**src/rtl/char_sequencer_pkg.sv**
```systemverilog
`default_nettype none
// +------------------------------------------------------------------+
// | Module   : char_seq_pkg                                          |
// | Purpose  : Shared constants and state encoding for the character |
// |            sequencer (character width, default sizes, FSM codes). |
// | Ports    : none (package)                                        |
// | Revision : 1.0  initial release                                  |
// +------------------------------------------------------------------+
package char_seq_pkg;

  localparam int CHAR_W         = 7;
  localparam int DEFAULT_DEPTH  = 16;
  localparam int DEFAULT_HOLD_W = 8;

  // Sequencer state encoding
  typedef logic [1:0] state_t;
  localparam state_t ST_IDLE = 2'd0;
  localparam state_t ST_EMIT = 2'd1;
  localparam state_t ST_HOLD = 2'd2;

endpackage
`default_nettype wire

```
**src/rtl/char_sequencer_if.sv**
```systemverilog
`default_nettype none
// +------------------------------------------------------------------+
// | Module   : char_sequencer_if                                     |
// | Purpose  : Host write channel plus animator character channel.   |
// | Ports    : wr_valid/wr_char/wr_ready  host append handshake      |
// |            char_valid/char_out       animator character strobe  |
// |            master = host/animator side, slave = sequencer side   |
// | Revision : 1.0  initial release                                  |
// +------------------------------------------------------------------+
interface char_sequencer_if;
  import char_seq_pkg::*;

  logic              wr_valid;
  logic [CHAR_W-1:0] wr_char;
  logic              wr_ready;
  logic              char_valid;
  logic [CHAR_W-1:0] char_out;

  modport master (
    output wr_valid,
    output wr_char,
    input  wr_ready,
    input  char_valid,
    input  char_out
  );

  modport slave (
    input  wr_valid,
    input  wr_char,
    output wr_ready,
    output char_valid,
    output char_out
  );

endinterface
`default_nettype wire

```
**src/rtl/char_sequencer_buffer.sv**
```systemverilog
`default_nettype none
// +------------------------------------------------------------------+
// | Module   : char_buffer                                           |
// | Purpose  : DEPTH x CHAR_W message store. Appends at index count, |
// |            combinational read at rd_ptr.                         |
// | Ports    : clk, rst_n (sync, active low), ena, clear, wr_en,     |
// |            wr_data, rd_ptr -> rd_data, count                     |
// | Revision : 1.0  initial release                                  |
// +------------------------------------------------------------------+
module char_buffer
  import char_seq_pkg::*;
#(
  parameter  int DEPTH = DEFAULT_DEPTH,
  localparam int PTR_W = $clog2(DEPTH),
  localparam int CNT_W = PTR_W + 1
) (
  input  logic              clk,
  input  logic              rst_n,
  input  logic              ena,
  input  logic              clear,
  input  logic              wr_en,
  input  logic [CHAR_W-1:0] wr_data,
  input  logic [PTR_W-1:0]  rd_ptr,
  output logic [CHAR_W-1:0] rd_data,
  output logic [CNT_W-1:0]  count
);

  localparam logic [CNT_W-1:0] C_DEPTH = CNT_W'(DEPTH);

  logic [CHAR_W-1:0] r_mem [DEPTH];
  logic [CNT_W-1:0]  r_count;
  logic              w_store;

  // Guard against overfill locally as well as in the sequencer
  assign w_store = ena & ~clear & wr_en & (r_count < C_DEPTH);

  always_ff @(posedge clk) begin
    if (!rst_n) begin
      r_count <= '0;
    end else if (ena) begin
      if (clear) begin
        r_count <= '0;
      end else if (w_store) begin
        r_count <= r_count + CNT_W'(1);
      end
    end
  end

  // Contents are don't-care after reset, so the array is not reset
  always_ff @(posedge clk) begin
    if (rst_n && w_store) begin
      r_mem[r_count[PTR_W-1:0]] <= wr_data;
    end
  end

  assign rd_data = r_mem[rd_ptr];
  assign count   = r_count;

endmodule
`default_nettype wire

```
**src/rtl/char_sequencer.sv**
```systemverilog
`default_nettype none
// +------------------------------------------------------------------+
// | Module   : char_sequencer                                        |
// | Purpose  : Buffers a host-written message and plays it out to    |
// |            the animator, one character per hold period of frame  |
// |            ticks, one-shot or looped.                            |
// | Ports    : clk, rst_n (sync, active low), ena, frame_tick,       |
// |            clear, start, stop, loop, hold_frames,                |
// |            busy, count, bus (char_sequencer_if.slave)            |
// | Revision : 1.0  initial release                                  |
// +------------------------------------------------------------------+
module char_sequencer
  import char_seq_pkg::*;
#(
  parameter int DEPTH  = DEFAULT_DEPTH,
  parameter int HOLD_W = DEFAULT_HOLD_W
) (
  input  logic                    clk,
  input  logic                    rst_n,
  input  logic                    ena,
  input  logic                    frame_tick,
  input  logic                    clear,
  input  logic                    start,
  input  logic                    stop,
  input  logic                    loop,
  input  logic [HOLD_W-1:0]       hold_frames,
  output logic                    busy,
  output logic [$clog2(DEPTH):0]  count,
  char_sequencer_if.slave         bus
);

  localparam int PTR_W = $clog2(DEPTH);
  localparam int CNT_W = PTR_W + 1;
  localparam logic [CNT_W-1:0] C_DEPTH = CNT_W'(DEPTH);

  state_t            r_state;
  logic [PTR_W-1:0]  r_rd_ptr;
  logic [HOLD_W-1:0] r_hold_cnt;
  logic [CHAR_W-1:0] r_char_out;

  logic [CNT_W-1:0]  w_count;
  logic [CHAR_W-1:0] w_rd_data;
  logic              w_wr_ready;
  logic              w_wr_accept;
  logic [CNT_W-1:0]  w_post_count;
  logic [HOLD_W-1:0] w_hold_load;
  logic              w_last;
  logic              w_emit;

  char_buffer #(.DEPTH(DEPTH)) u_buffer (
    .clk     (clk),
    .rst_n   (rst_n),
    .ena     (ena),
    .clear   (clear),
    .wr_en   (w_wr_accept),
    .wr_data (bus.wr_char),
    .rd_ptr  (r_rd_ptr),
    .rd_data (w_rd_data),
    .count   (w_count)
  );

  assign w_wr_ready  = ena & (r_state == ST_IDLE) & (w_count < C_DEPTH) & ~clear;
  assign w_wr_accept = bus.wr_valid & w_wr_ready;

  // A write coinciding with start is part of the message being played
  assign w_post_count = w_count + CNT_W'(w_wr_accept);

  // Zero hold is treated as one frame
  assign w_hold_load = (hold_frames == '0) ? HOLD_W'(1) : hold_frames;

  assign w_last = (CNT_W'(r_rd_ptr) + CNT_W'(1)) >= w_count;

  assign w_emit = ena & (r_state == ST_EMIT);

  always_ff @(posedge clk) begin
    if (!rst_n) begin
      r_state    <= ST_IDLE;
      r_rd_ptr   <= '0;
      r_hold_cnt <= '0;
      r_char_out <= '0;
    end else if (ena) begin
      // The character strobed this cycle stays on char_out afterwards,
      // even if the playback is aborted in the same cycle.
      if (r_state == ST_EMIT) begin
        r_char_out <= w_rd_data;
      end

      if (clear || stop) begin
        r_state  <= ST_IDLE;
        r_rd_ptr <= '0;
      end else begin
        case (r_state)
          ST_IDLE: begin
            if (start && (w_post_count != '0)) begin
              r_state  <= ST_EMIT;
              r_rd_ptr <= '0;
            end
          end
          ST_EMIT: begin
            r_hold_cnt <= w_hold_load;
            r_state    <= ST_HOLD;
          end
          ST_HOLD: begin
            if (frame_tick) begin
              if (r_hold_cnt <= HOLD_W'(1)) begin
                if (!w_last) begin
                  r_rd_ptr <= r_rd_ptr + PTR_W'(1);
                  r_state  <= ST_EMIT;
                end else if (loop) begin
                  r_rd_ptr <= '0;
                  r_state  <= ST_EMIT;
                end else begin
                  r_rd_ptr <= '0;
                  r_state  <= ST_IDLE;
                end
              end else begin
                r_hold_cnt <= r_hold_cnt - HOLD_W'(1);
              end
            end
          end
          default: begin
            r_state  <= ST_IDLE;
            r_rd_ptr <= '0;
          end
        endcase
      end
    end
  end

  // The new character is presented in the same cycle as its strobe
  assign bus.char_valid = w_emit;
  assign bus.char_out   = w_emit ? w_rd_data : r_char_out;
  assign bus.wr_ready   = w_wr_ready;
  assign busy           = (r_state != ST_IDLE);
  assign count          = w_count;

endmodule
`default_nettype wire
```
**src/flat_wrapper.sv**
```systemverilog
// flat-port wrapper written by rule: the top's interface ports become plain ports
module char_sequencer_flat import char_seq_pkg::*;
#(
  parameter int DEPTH  = DEFAULT_DEPTH,
  parameter int HOLD_W = DEFAULT_HOLD_W
)
  (clk, rst_n, ena, frame_tick, clear, start, stop, loop, hold_frames, busy, count, bus_wr_valid, bus_wr_char, bus_wr_ready, bus_char_valid, bus_char_out);
  char_sequencer_if bus_i ();
  input  logic clk;
  input  logic rst_n;
  input  logic ena;
  input  logic frame_tick;
  input  logic clear;
  input  logic start;
  input  logic stop;
  input  logic loop;
  input  logic [HOLD_W-1:0] hold_frames;
  output logic busy;
  output logic [$clog2(DEPTH):0] count;
  input wire logic [$bits(bus_i.wr_valid)-1:0] bus_wr_valid;
  input wire logic [$bits(bus_i.wr_char)-1:0] bus_wr_char;
  output wire logic [$bits(bus_i.wr_ready)-1:0] bus_wr_ready;
  output wire logic [$bits(bus_i.char_valid)-1:0] bus_char_valid;
  output wire logic [$bits(bus_i.char_out)-1:0] bus_char_out;
  assign bus_i.wr_valid = bus_wr_valid;
  assign bus_i.wr_char = bus_wr_char;
  assign bus_wr_ready = bus_i.wr_ready;
  assign bus_char_valid = bus_i.char_valid;
  assign bus_char_out = bus_i.char_out;
  char_sequencer #(.DEPTH(DEPTH), .HOLD_W(HOLD_W)) u_core (.clk(clk), .rst_n(rst_n), .ena(ena), .frame_tick(frame_tick), .clear(clear), .start(start), .stop(stop), .loop(loop), .hold_frames(hold_frames), .busy(busy), .count(count), .bus(bus_i));
endmodule
```
**config.mk**
```make
export PLATFORM = sky130hd
export DESIGN_NAME = char_sequencer_flat
export DESIGN_NICKNAME = d
export VERILOG_FILES = /design/src/rtl/char_sequencer_pkg.sv /design/src/rtl/char_sequencer_if.sv /design/src/rtl/char_sequencer_buffer.sv /design/src/rtl/char_sequencer.sv /design/src/flat_wrapper.sv
export SDC_FILE = /design/constraint.sdc
export NUM_CORES = 1
export LEC_CHECK = 0
export CELL_PAD_IN_SITES_DETAIL_PLACEMENT = 0
export CELL_PAD_IN_SITES_GLOBAL_PLACEMENT = 1
export CORE_UTILIZATION = 33
export CTS_CLUSTER_DIAMETER = 80
export DETAILED_ROUTE_END_ITERATION = 8
export PLACE_DENSITY = 0.6
export RECOVER_POWER = 100
export SETUP_SLACK_MARGIN = 0.2
export SLEW_MARGIN = 5
export SYNTH_ARGS = -nofsm -noshare
export SYNTH_HDL_FRONTEND = slang
export SYNTH_SLANG_ARGS = --single-unit
```
**constraint.sdc**
```tcl
create_clock -name clk -period 3.4 [get_ports clk]
set_clock_uncertainty 0.2 [all_clocks]
set_input_delay 0.34 -clock clk [delete_from_list [all_inputs] [get_ports clk]]
set_output_delay 0.34 -clock clk [all_outputs]
set_load 0.03 [all_outputs]
```
Yosys cells after proc, flatten, opt, wreduce, memory -nomap -nowiden. Memories as Yosys holds them, arrays and structs flattened. A register that Yosys moved wholly into a read port is not among the register bits. Cells that the tools add are included.

Flip-flop bits (word level): 26. RAM bits: 112. Bits of input ports: 24. Output and inout bits: 15. Memories: 1.

Add/sub/neg operators: 5. Order comparisons: 3. Equal/unequal tests: 8. Multiplexer cells: 24. Bitwise logic cells: 10. Reduce and logical (&&, ||, !) cells: 14.

Memories: u_core.u_buffer.r_mem (words 16, width 7, rd ports 1, clocked after memory_dff 1, wr ports 1, line char_sequencer_buffer.sv:30) `logic [CHAR_W-1:0] r_mem [DEPTH];`.

Operators by type and width (count): 4-bit 2-to-1 mux (7); 8-bit 2-to-1 mux (3); 8-bit one-hot mux with 2 select lines (1); 4-bit one-hot mux with 3 select lines (1); 2-bit 2-to-1 mux (5); 5-bit 2-to-1 mux (2); 5-bit AND reduction (2); 1-bit AND (8); 8-bit by 1-bit less-or-equal comparator with 1-bit output, second input constant (1); 8-bit zero test (1); 8-bit by 1-bit subtractor with 8-bit output, second input constant (1); 7-bit 2-to-1 mux (1); 2-bit != test, second input constant (3); 2-bit one-hot mux with 3 select lines (1); 2-bit nonzero test (3); 4-bit by 1-bit adder with 5-bit output, second input constant (1); 5-bit by 1-bit adder with 5-bit output (1); 5-bit by 1-bit adder with 5-bit output, second input constant (1); 5-bit greater-or-equal comparator (1); 5-bit < comparator, second input constant (1); 5-bit nonzero test (1); 4-bit by 1-bit adder with 4-bit output, second input constant (1); 2-bit AND reduction (2); 4-bit AND reduction (1); 10 further kinds (14).

Longest topological paths before layout.
Depth after elaboration: 13. Mapped depth: 13.

By module. Synthesis repeated with hierarchy kept, for this count alone.

Cells, all modules: 409. Area, all modules: 6098.3 µm².

By module, submodules not included: char_buffer (times used 1, cells each 230, area each 4675.7 µm²); char_sequencer (times used 1, cells each 179, area each 1422.6 µm²).

Least setup slack after synthesis. OpenSTA, ideal clock, no wires.

Path type: reg-to-reg. From: reg u_core.r_state[1]. To: reg (tool-made name). Setup time: 0.059 ns. Arrival time: 2.547 ns. Data required time: 3.141 ns. Setup slack: 0.594 ns. Stages on the path, launching flop included: 14. Path buffers: 3. Path through: dfxtp_1 buf_2 nand2b_1 nor4bb_1 buf_2 ha_1 ha_1 or2_1 o21ai_0 a211o_2 a31o_1 buf_6 a211oi_4 a31o_1.

RTL lines: start: declaration (line char_sequencer.sv:36) `state_t r_state;`; start signal: assignment (line char_sequencer.sv:77) `r_state <= ST_IDLE;`; start signal: assignment (line char_sequencer.sv:89) `r_state <= ST_IDLE;`; start signal: assignment (line char_sequencer.sv:95) `r_state <= ST_EMIT;`.

==> impl_metrics.env <==
export IMPL_postSynthAreaPerCell_um2=15.2
export IMPL_maxCapViolCount=0
export IMPL_syn_instance_count=409
export IMPL_required_ps=2860
export IMPL_core_area_um2=18200
export IMPL_syn_num_nets=447
export IMPL_vias=3576
export IMPL_drtAntennaViolNets=0
export IMPL_netlist_area_um2=6210
export IMPL_die_h_um=139
export IMPL_cts_tree="built"
export IMPL_drive_gt1_share_pct=12.8
export IMPL_p_per_area_nw_per_um2=509
export IMPL_fp_dieW_um=139
export IMPL_cts_path_max_buffers=2
export IMPL_drt_iter0_markers=219
export IMPL_ys_seq_area_share_pct=63.9
export IMPL_vias_per_cell=5.01
export IMPL_diodes=0
export IMPL_ios=39
export IMPL_clk_pin_slew_ps=60
export IMPL_dp_final_hpwl_um=8850
export IMPL_htree_levels=4
export IMPL_crit_family="multiplexers"
export IMPL_clock_root_buffer="clkbuf_16"
export IMPL_post_route_min_period_ps=3170
export IMPL_grt_max_degree=29
export IMPL_cts_num_sinks=142
export IMPL_ys_warn_count=0
export IMPL_crit_fanout=14
export IMPL_r2r_start="u_core.r_state[1]$_SDFFE_PN0P_"
export IMPL_critPathBufInv=2
export IMPL_cts_setup_buffers=0
export IMPL_critPathArrivalTime_ps=2630
export IMPL_grt_pass1_wl_um=20100
export IMPL_antenna_found_initial=0
export IMPL_cpMaxStageDelayCell="mux4_1"
export IMPL_critical_path_class="reg -> out"
export IMPL_insertion_delay_ps=420
export IMPL_critical_path_startpoint_type="register"
export IMPL_cts_hold_buf=0
export IMPL_finalSetupViolations=0
export IMPL_layout_worst_path_cycle_share_pct=93.3
export IMPL_die_area_um2=19400
export IMPL_fmax_ghz=0.315
export IMPL_overflow=0
export IMPL_grt_pass1_vias=3553
export IMPL_rows=49
export IMPL_ys_flop_type="edfxtp_1"
export IMPL_dpl_worst_slack_ps=45.9
export IMPL_regArea_um2=3960
export IMPL_fin_area_um2=7460
export IMPL_wirelength_um=12900
export IMPL_netlist_cell_type_count=48
export IMPL_cts_buffers=17
export IMPL_leakage_nw=2.56
export IMPL_fin_ws_ps=228
export IMPL_slew_headroom_pct=41.1
export IMPL_place_area_um2=6940
export IMPL_power_w=0.00380
export IMPL_min_to="u_core.r_rd_ptr[3]$_SDFFE_PN0P_"
export IMPL_layout_commonest_cell="edfxtp_1"
export IMPL_hold_viol=0
export IMPL_grtUsageTotal_pct=14.1
export IMPL_synth_top_cell_by_area="edfxtp_1"
export IMPL_cp_end_kind="output pin"
export IMPL_whs_ps=338
export IMPL_max_stage_delay_ps=580
export IMPL_syn_to_final_growth_pct=20.2
export IMPL_report_final_slew_viol_count=0
export IMPL_async_reset_ff_share_pct=0
export IMPL_synth_edf_count=112
export IMPL_cp_cell_sequence="buf_12 > mux4_1 > mux2i_2 > o22ai_1 > a21o_1 > dlygate4sd2_1"
export IMPL_fillers=1637
export IMPL_r2r_cells=9
export IMPL_place_congestion=0.769
export IMPL_violations="design-rule violations"
export IMPL_ff2ff_setup_slack_ps=370
export IMPL_route_detailed_drc=1
export IMPL_hold_start="u_core.r_rd_ptr[3]$_SDFFE_PN0P_"
export IMPL_final_nets=510
export IMPL_multi_input_area_um2=2030
export IMPL_port_buffers=38
export IMPL_synth_area_leaders="edfxtp_1 54%, dfxtp_1 9.7%, mux4_2 5.8%, mux4_1 5.1%, ha_1 2.8%"
export IMPL_dr_pass1_iters=7
export IMPL_status="complete, but fails checks"
export IMPL_synth_top_area_share_pct=54.2
export IMPL_ys_seq_elements=142
export IMPL_wl_per_cell_um=18.1
export IMPL_hold_path_depth=2
export IMPL_start_util_pct=34.1
export IMPL_layout_common_cells="112 x edfxtp_1, 31 x nor2_1, 30 x dfxtp_1"
export IMPL_hold_path_class="reg -> reg"
export IMPL_rsz0062_at_grt="no"
export IMPL_ir_drop_mv=0.315
export IMPL_finalSetupTns_ps=0
export IMPL_tightestPinTransition_ps=880
==> cell families (layout without fill, tap and decap cells) <==
logic type | count (synthesis) | count (layout) | synth area share, %
AOI/OAI and AO/OA | 65 | 65 | 7.30
xor gates and xnor gates | 3 | 3 | 0.423
adders and majority gates | 14 | 14 | 2.82
buffers and inverters | 33 | 109 | 3.12
DFF | 142 | 142 | 63.9
muxes | 42 | 42 | 13.1
and+or+nand+nor | 110 | 110 | 9.31
==> worst max path at each step <==
stage	startpoint	to	cells after the start
2_1_floorplan	u_core.r_state[1]$_SDFFE_PN0P_	register	13
3_3_place_gp	ena	u_core.r_rd_ptr[3]$_SDFFE_PN0P_	10
3_5_place_dp	ena	register	10
4_1_cts	register	bus_char_out[3]	6
5_1_grt	register	bus_char_out[2]	6
6_report	register	bus_char_out[2]	6
==> Yosys cell counts (11+ instances only) <==
master    count
and2_1       12
o21ai_0      15
mux4_1       12
ha_1         14
nand2_1      17
inv_1        12
nand3_1      11
mux4_2       16
edfxtp_1    112
a21oi_1      12
nor2_1       31
mux2i_1      14
dfxtp_1      30
==> worst min-delay path: stages (launching register included) <==
cell	delay, ps
dfxtp_1	340
nand3_1	80
o21ai_0	70
==> per-layer routing <==
layer,wire (um),vias up,GRT usage [%]
met2,6240,72,22.1
met5,0,-,0
met1,6050,1761,18.9
li1,-,1731,-
met4,197,0,5.32
met3,455,12,3.56
==> power breakdown <==
group | switching [W] | total, W | internal, W | leakage (nW)
Sequential | 0.00000227 | 0.00188 | 0.00187 | 1.25
Clock | 0.000737 | 0.00183 | 0.00109 | 0.289
Combinational | 0.0000539 | 0.0000939 | 0.0000401 | 1.03
==> area by class of cell <==
type	count	area share (%)
clock buffer	17	5.70
tap	229	3.84
timing repair buffer	65	7.35
clock inverter	15	2.13
sequential	142	53.1
multi-input combinational	234	27.2
inverter	12	0.604
==> stage by stage <==
stage	utilization, %	std cells
floorplan	-	409
global placement	38.1	681
detailed placement	38.1	681
CTS	41.3	713
global route	41.0	714
finish	41.0	714
==> state kept, by name, summed over array words and instances, names as in the netlist, named ones only <==
signal / flops
u_core.r_hold_cnt: 8
u_core.r_char_out: 7
u_core.u_buffer.r_mem: 112
u_core.u_buffer.count: 5
u_core.r_rd_ptr: 4
u_core.r_state: 2
==> what timing repair did <==
item,in CTS,in global routing
setup endpoints to repair,6,4
gates cloned,0,1
gates resized for setup,7,2
Power figures use the tool's default switching activity.
